<file path="src/rtl/image_pixel_op.sv">
// AXI4-Stream per-pixel operation stage: passthrough / invert / saturating offset / threshold
// applied to every lane, with frame-coherent configuration, a registered output and a skid buffer.
module image_pixel_op #(
  parameter int DWIDTH = 32,
  parameter int PWIDTH = 8
) (
  input  logic              i_clk,
  input  logic              i_arst_n,
  input  logic [1:0]        i_mode,
  input  logic [PWIDTH-1:0] i_offset,
  input  logic [PWIDTH-1:0] i_thresh,
  input  logic [DWIDTH-1:0] s_axis_data,
  input  logic              s_axis_valid,
  input  logic              s_axis_last,
  output logic              s_axis_ready,
  output logic [DWIDTH-1:0] m_axis_data,
  output logic              m_axis_valid,
  output logic              m_axis_last,
  input  logic              m_axis_ready,
  output logic [15:0]       o_frame_cnt
);

  localparam int LANES = DWIDTH / PWIDTH;
  localparam logic [PWIDTH-1:0] MAX = '1;

  typedef enum logic [1:0] {
    MODE_PASS   = 2'b00,
    MODE_INV    = 2'b01,
    MODE_OFFSET = 2'b10,
    MODE_THRESH = 2'b11
  } mode_e;

  function automatic logic [PWIDTH-1:0] pixel_op(input logic [1:0]        mode,
                                                 input logic [PWIDTH-1:0] p,
                                                 input logic [PWIDTH-1:0] off,
                                                 input logic [PWIDTH-1:0] thr);
    logic [PWIDTH+1:0] sum;
    logic [PWIDTH-1:0] res;
    // Two guard bits: bit PWIDTH+1 flags underflow, bit PWIDTH flags overflow.
    sum = {2'b00, p} + {{2{off[PWIDTH-1]}}, off};
    case (mode_e'(mode))
      MODE_PASS:   res = p;
      MODE_INV:    res = MAX - p;
      MODE_OFFSET: begin
        if (sum[PWIDTH+1])   res = '0;
        else if (sum[PWIDTH]) res = MAX;
        else                  res = sum[PWIDTH-1:0];
      end
      default:     res = (p >= thr) ? MAX : '0;
    endcase
    return res;
  endfunction

  logic              r_sof;
  logic [1:0]        r_mode;
  logic [PWIDTH-1:0] r_offset;
  logic [PWIDTH-1:0] r_thresh;

  logic [DWIDTH-1:0] r_out_data;
  logic              r_out_last;
  logic              r_out_valid;
  logic [DWIDTH-1:0] r_skid_data;
  logic              r_skid_last;
  logic              r_skid_valid;
  logic              r_s_ready;
  logic [15:0]       r_frame_cnt;

  logic [1:0]        w_mode;
  logic [PWIDTH-1:0] w_offset;
  logic [PWIDTH-1:0] w_thresh;
  logic [DWIDTH-1:0] w_proc;
  logic              w_in_acc;
  logic              w_out_xfer;
  logic              w_load_out;
  logic              w_load_skid;
  logic              w_skid_valid_nxt;

  // The first beat of a frame sees the live inputs; the rest of the frame sees the snapshot.
  assign w_mode   = r_sof ? i_mode   : r_mode;
  assign w_offset = r_sof ? i_offset : r_offset;
  assign w_thresh = r_sof ? i_thresh : r_thresh;

  always_comb begin
    // NOTE: default assignment first so no path leaves w_proc unassigned (no latch).
    w_proc = '0;
    for (int k = 0; k < LANES; k++) begin
      w_proc[k*PWIDTH +: PWIDTH] = pixel_op(w_mode, s_axis_data[k*PWIDTH +: PWIDTH],
                                            w_offset, w_thresh);
    end
  end

  assign w_in_acc    = s_axis_valid & r_s_ready;
  assign w_out_xfer  = r_out_valid & m_axis_ready;
  assign w_load_out  = w_in_acc & (~r_out_valid | m_axis_ready);
  assign w_load_skid = w_in_acc & ~w_load_out;
  // Ready is low whenever the skid is full, so a skid drain never races a new input.
  assign w_skid_valid_nxt = r_skid_valid ? ~w_out_xfer : w_load_skid;

  // NOTE: non-blocking assignments so every register samples pre-edge values.
  always_ff @(posedge i_clk or negedge i_arst_n) begin
    if (!i_arst_n) begin
      r_sof        <= 1'b1;
      r_mode       <= '0;
      r_offset     <= '0;
      r_thresh     <= '0;
      r_out_data   <= '0;
      r_out_last   <= 1'b0;
      r_out_valid  <= 1'b0;
      r_skid_data  <= '0;
      r_skid_last  <= 1'b0;
      r_skid_valid <= 1'b0;
      r_s_ready    <= 1'b0;
      r_frame_cnt  <= '0;
    end else begin
      r_s_ready    <= ~w_skid_valid_nxt;
      r_skid_valid <= w_skid_valid_nxt;

      if (w_out_xfer && r_skid_valid) begin
        r_out_data <= r_skid_data;
        r_out_last <= r_skid_last;
      end else if (w_load_out) begin
        r_out_data  <= w_proc;
        r_out_last  <= s_axis_last;
        r_out_valid <= 1'b1;
      end else if (w_out_xfer) begin
        r_out_valid <= 1'b0;
      end

      if (w_load_skid) begin
        r_skid_data <= w_proc;
        r_skid_last <= s_axis_last;
      end

      if (w_in_acc) begin
        r_sof <= s_axis_last;
        if (r_sof) begin
          r_mode   <= i_mode;
          r_offset <= i_offset;
          r_thresh <= i_thresh;
        end
      end

      if (w_out_xfer && r_out_last) begin
        r_frame_cnt <= r_frame_cnt + 16'd1;
      end
    end
  end

  assign s_axis_ready = r_s_ready;
  assign m_axis_data  = r_out_data;
  assign m_axis_valid = r_out_valid;
  assign m_axis_last  = r_out_last;
  assign o_frame_cnt  = r_frame_cnt;

endmodule

</file>
<file path="config.mk">
export PLATFORM = sky130hd
export DESIGN_NAME = image_pixel_op
export DESIGN_NICKNAME = d
export VERILOG_FILES = /design/src/rtl/image_pixel_op.sv
export SDC_FILE = /design/constraint.sdc
export NUM_CORES = 1
export LEC_CHECK = 0
export BUFFER_PORTS_ARGS = -buffer_cell sky130_fd_sc_hd__buf_2
export CELL_PAD_IN_SITES_DETAIL_PLACEMENT = 0
export CELL_PAD_IN_SITES_GLOBAL_PLACEMENT = 1
export CORE_MARGIN = 4
export CORE_UTILIZATION = 31
export CTS_BUF_LIST = sky130_fd_sc_hd__clkbuf_16
export CTS_CLUSTER_SIZE = 8
export DETAILED_ROUTE_END_ITERATION = 8
export HOLD_SLACK_MARGIN = 0.03
export PLACE_DENSITY_LB_ADDON = 0.1
export SYNTH_ARGS = -nofsm -noshare
export SYNTH_HDL_FRONTEND = slang
export SYNTH_SLANG_ARGS = --single-unit
</file>
<file path="constraint.sdc">
create_clock -name i_clk -period 7.7 [get_ports i_clk]
set_input_delay 0.385 -clock i_clk [delete_from_list [all_inputs] [get_ports i_clk]]
set_output_delay 0.385 -clock i_clk [all_outputs]
set_load 0.01 [all_outputs]
</file>
==> impl_metrics.tcl, run 1 <==
set metrics [dict create \
    fin_nets 1083 \
    crit_buf_inv 0 \
    yosysMostFrequentCell "dfrtp_1" \
    ys_types 72 \
    cp-start-kind "flip-flop" \
    hold_viol 0 \
    drt_pass1_iterations 5 \
    hold_slack_ns 0.0299 \
    setup_viol 0 \
    grt_max_degree 61 \
    seq_area_frac_synth 0.336 \
    synthFlopType "dfrtp_1" \
    critPathSlowestCell "dfstp_2" \
    postCtsSetupRepairBufs 0 \
    antenna_found_initial 0 \
    ys_ff_latch 104 \
    reg2reg_slack_ns 3.86 \
    syn_area_per_cell_sq_um 8.92 \
    cts_buffers 9 \
    cts_hold_repair.buffers 0 \
    outcome "finished clean" \
    wirelength_um 25300 \
    h-tree-depth 3 \
    path_clk_slew_ns 0.08 \
    start_util 0.317 \
    crit_family "compound AO/OA/AOI/OAI gates" \
    ios 106 \
    power.total_mw 3.68 \
    first_global_vias 6747 \
    critPathLaunch "r_sof" \
    place.port_buffers 105 \
    max_cap_violations 0 \
    clk_path_buf_depth 2 \
    crit_cells 8 \
    die_area_sq_um 27600 \
    endpoint_kind "flip-flop" \
    swShare 0.489 \
    rsz0062_at_grt "no" \
    reg2reg_depth 8 \
    die_x_um 166 \
    required_ns 7.99 \
    ys_warn_count 0 \
    p_switching_mw 1.80 \
    slowest_delay_ns 0.94 \
    dpl_cell_area_sq_um 8610 \
    vias 6785 \
    synth_top_cell_area_share 0.332 \
    syn_inst 869 \
    critPathArrivalTime_ns 4.13 \
    grt_usage 0.183 \
    p_clk_frac 0.128 \
    hpwlAfterDp_um 18600 \
    core_area_sq_um 24500 \
    p_leak_nw 4.12 \
    fin_crit_sh 0.499 \
    slew_headroom 0.372 \
    regToRegEndpoint "r_skid_data[23]" \
    path_max_fanout 26 \
    fmax_mhz 260 \
    worstMarginPinSlew_ns 0.916 \
    area_growth_pct 14.8 \
    antenna_left 0 \
    layout_min_cycle_time_ns 3.84 \
    clock_skew_ns 0.0140 \
    avgRoutedWirePerCell_um 19.7 \
    netlist_area_sq_um 7750 \
    synth_top_area_cell "dfrtp_1" \
    die_h_um 166 \
    syn_nets 997 \
    antenna_cells 0 \
    cts_sinks 104 \
    finalSetupTns_ns 0 \
    utilization 0.364 \
    viasPerCell 5.28 \
    core.rowCount 57 \
    stdcell_area_sq_um 8900 \
    drc 0 \
    combinationalPowerShare 0.624 \
    async_flop_share 1.00 \
    slew_viol_final 0 \
    hold_class "in2async" \
    seqPwrFrac 0.248 \
    crit_end "r_skid_data[23]" \
    ir_worst_vdd_mv 0.210 \
    power.density_nw_per_um2 414 \
    synth_top_cells_by_area "dfrtp_1 (33%), ha_1 (11%), a21oi_1 (5.7%)" \
    cts-resized-gates 0 \
    synthTopCellsByCount "dfrtp_1 (103), a21oi_1 (88), nand2_1 (85)" \
    grt-ovfl-total 0 \
    path_cells "mux2_2, ha_1, a211oi_1, nor2_1, a221oi_1, mux2i_2, o21ai_0, a31oi_1" \
    tritoncts "done" \
    clk_latency_ns 0.36 \
    crit_type "reg2reg" \
    r2r_start "r_sof" \
    drive_above_1_share 0.174 \
    drtIter0Drc 391 \
    synth-edff-count 0 \
    root_buffer "clkbuf_16" \
    power.internal_mw 1.88 \
    gp_congestion 0.825 \
    grt_pass1_wl_um 39900 \
]
-- stage by stage --
stage                     instances  setup WS, ns
after floorplan                 869          4.35
final                          1284          3.86
after CTS                      1284          3.82
after global placement         1268          3.89
after detailed placement       1268          3.83
after global routing           1284          3.50
-- layout by cell type, fill, tap and decap left out, types with 26 or more instances in the layout --
master and instances:
dfrtp_1 103, xnor2_1 27, and2_1 37, nand2_1 85, a21oi_1 88, ha_1 69
nor2_1 73, buf_2 104, o21ai_0 47, mux2i_1 26
-- sequential cells by signal, indices dropped and copies added (netlist names), 2 cells and up --
register	cells
m_axis_data	32
r_skid_data	32
r_thresh	8
r_offset	8
o_frame_cnt	16
r_mode	2
-- logic make-up (layout without fill, tap and decap cells) --
| family | count (synthesis) | count (layout) | synth area share |
|---|---|---|---|
| multiplexers | 42 | 42 | 0.0600 |
| XOR/XNOR | 38 | 38 | 0.0429 |
| adder cells (fa/ha/maj) | 73 | 73 | 0.122 |
| buffers and inverters | 64 | 155 | 0.0337 |
| flip-flops | 104 | 104 | 0.336 |
| AO/OA/AOI/OAI | 274 | 274 | 0.235 |
| AND/OR/NAND/NOR | 274 | 274 | 0.171 |
-- how the worst min path moves through the flow --
stage          startpoint         endpoint  cells past startpoint  slack (ns)
5_1_grt          i_arst_n  r_skid_data[10]                      1        0.08
3_5_place_dp     i_arst_n  r_skid_data[10]                      1        0.45
6_report         i_arst_n  m_axis_data[10]                      1        0.03
3_3_place_gp     i_arst_n  r_skid_data[10]                      1        0.45
4_1_cts          i_arst_n  r_skid_data[10]                      1        0.05
2_1_floorplan    i_arst_n   m_axis_data[0]                      0        0.09
-- power groups by stage --
stage	sequential [mW]	combinational, mW	clock (mW)
global route	0.942	2.59	0.505
floorplan	0.900	1.66	0
CTS	0.913	2.32	0.490
global placement	0.921	2.33	0
finish	0.912	2.30	0.472
detailed placement	0.923	2.31	0
-- layer usage --
| metal | routed length, um | track usage | vias to the layer above | part of all wire |
|---|---|---|---|---|
| li1 | - | - | 3354 | - |
| met1 | 12600 | 0.264 | 3256 | 0.50 |
| met2 | 11300 | 0.289 | 155 | 0.45 |
| met3 | 965 | 0.0248 | 20 | 0.038 |
| met4 | 463 | 0.0473 | 0 | 0.018 |
| met5 | 0 | 0 | - | 0 |
-- final cells by class --
type	instances	area [sq um]
timing repair buffer	113	588
fill	2563	15600
inverter	26	97.6
clock buffer	9	225
sequential	104	2600
clock inverter	7	61.3
multi-input combinational	701	4920
tap	324	405
Note: power is estimated with default switching activity, not from simulation.
==> run 2, diff against run 1 <==
==> constraint.sdc (replaced) <==
create_clock -name i_clk -period 3.9 [get_ports i_clk]
set_input_delay 0.195 -clock i_clk [delete_from_list [all_inputs] [get_ports i_clk]]
set_output_delay 0.195 -clock i_clk [all_outputs]
set_load 0.01 [all_outputs]
==> impl_metrics.tcl, run 2 (same netlist as run 1, synthesis figures left out) <==
set metrics [dict create \
    core.rowCount 57 \
    die_x_um 166 \
    slowest_delay_ns 0.66 \
    reg2reg_depth 9 \
    antenna_left 0 \
    clock_skew_ns 0.0147 \
    viasPerCell 5.25 \
    drc 0 \
    crit_type "reg2reg" \
    required_ns 4.15 \
    critPathArrivalTime_ns 3.75 \
    wirelength_um 25700 \
    endpoint_kind "flip-flop" \
    worstMarginPinSlew_ns 0.934 \
    root_buffer "clkbuf_16" \
    rsz0062_at_grt "no" \
    hold_viol 0 \
    worstHoldStart "s_axis_last" \
    first_global_vias 7029 \
    cts_hold_repair.buffers 1 \
    cts-resized-gates 0 \
    postCtsSetupRepairBufs 0 \
    antenna_found_initial 0 \
    final_cell_mix "buf_2 (104), dfrtp_1 (103), a21oi_1 (88), nand2_1 (85), nor2_1 (73)" \
    cp-start-kind "flip-flop" \
    outcome "finished clean" \
    drtIter0Drc 374 \
    hpwlAfterDp_um 19100 \
    clk_path_buf_depth 2 \
    critPathSlowestCell "dfstp_2" \
    antenna_cells 0 \
    final_common_cell "buf_2" \
    h-tree-depth 3 \
    grt_max_degree 41 \
    drive_above_1_share 0.189 \
    fin_crit_sh 0.896 \
    min_to "r_sof" \
    grt_usage 0.186 \
    grt-ovfl-total 0 \
    place.port_buffers 105 \
    ir_worst_vdd_mv 0.379 \
    holdPathStages 3 \
    setup_viol 0 \
    clk_latency_ns 0.36 \
    r2r_start "r_sof" \
    path_cells "mux2_2, ha_1, fa_1, a211oi_2, nor4_2, a2111oi_4, xnor2_1, o21a_1, o32a_1" \
    gp_congestion 0.840 \
    p_leak_nw 4.22 \
    max_cap_violations 0 \
    tritoncts "done" \
    slew_headroom 0.377 \
    fin_nets 1105 \
    path_max_fanout 9 \
    power.density_nw_per_um2 820 \
    hold_class "in2reg" \
    vias 6850 \
    stdcell_area_sq_um 9070 \
    regToRegEndpoint "r_skid_data[31]" \
    die_h_um 166 \
    grt_pass1_wl_um 40900 \
    dpl_cell_area_sq_um 8770 \
    drt_pass1_iterations 5 \
    ios 106 \
    layout_min_cycle_time_ns 3.50 \
    area_growth_pct 17.0 \
    core_area_sq_um 24500 \
    fmax_mhz 286 \
    avgRoutedWirePerCell_um 19.7 \
    reg2reg_slack_ns 0.40 \
    slew_viol_final 0 \
    finalSetupTns_ns 0 \
    path_clk_slew_ns 0.08 \
    die_area_sq_um 27600 \
    cts_sinks 104 \
    cts_buffers 9 \
    start_util 0.317 \
]
## run 2: worst max-delay path by stage
stage	depth (start not counted)	start	slack [ns]	endpoint
after floorplan	11	r_sof	0.55	r_skid_data[31]
after global placement	9	r_sof	0.46	r_skid_data[31]
after detailed placement	9	r_sof	0.45	r_skid_data[31]
after CTS	9	r_sof	0.42	r_skid_data[31]
after global routing	9	r_sof	0.24	r_skid_data[31]
final	9	r_sof	0.40	r_skid_data[31]
## run 2: area by class of cell
cell class | instances | area [sq um]
Tap cell | 324 | 405
Clock inverter | 7 | 62.6
Inverter | 26 | 97.6
Multi-Input combinational cell | 701 | 4910
Timing Repair Buffer | 135 | 768
Sequential cell | 104 | 2600
Clock buffer | 9 | 225
Fill cell | 2564 | 15400
## run 2: routing by layer
metal | share of wire | vias up | global-route usage
met5 | 0 | - | 0
met4 | 0.013 | 0 | 0.0369
met3 | 0.035 | 20 | 0.0283
met2 | 0.46 | 135 | 0.305
met1 | 0.49 | 3293 | 0.264
li1 | - | 3402 | -
## run 2: report_power, final
part	switching [mW]	total, mW	leakage [nW]	internal (mW)
Clock	0.483	0.933	0.139	0.450
Sequential	0.267	1.77	1.29	1.50
Combinational	2.84	4.74	2.79	1.90
Total	3.59	7.44	4.22	3.85
## run 2: through the flow
stage | utilization | power, mW | hold WS [ns] | setup slack (ns) | instances
after CTS | 0.371 | 7.51 | 0.0588 | 0.423 | 1306
after global routing | 0.371 | 8.16 | 0.0648 | 0.239 | 1306
after global placement | 0.359 | 6.57 | 0.138 | 0.462 | 1289
after detailed placement | 0.359 | 6.54 | 0.133 | 0.449 | 1289
final | 0.371 | 7.44 | 0.0706 | 0.405 | 1306
after floorplan | - | 5.06 | -0.101 | 0.549 | 869
## run 2: critical path: cells and delay by family (launching register included)
| family | cells | cell delay, ns |
|---|---|---|
| AOI/OAI and AO/OA | 4 | 1.20 |
| xor gates and xnor gates | 1 | 0.25 |
| adders and majority gates | 2 | 0.69 |
| DFF | 1 | 0.66 |
| muxes | 1 | 0.47 |
| and+or+nand+nor | 1 | 0.11 |
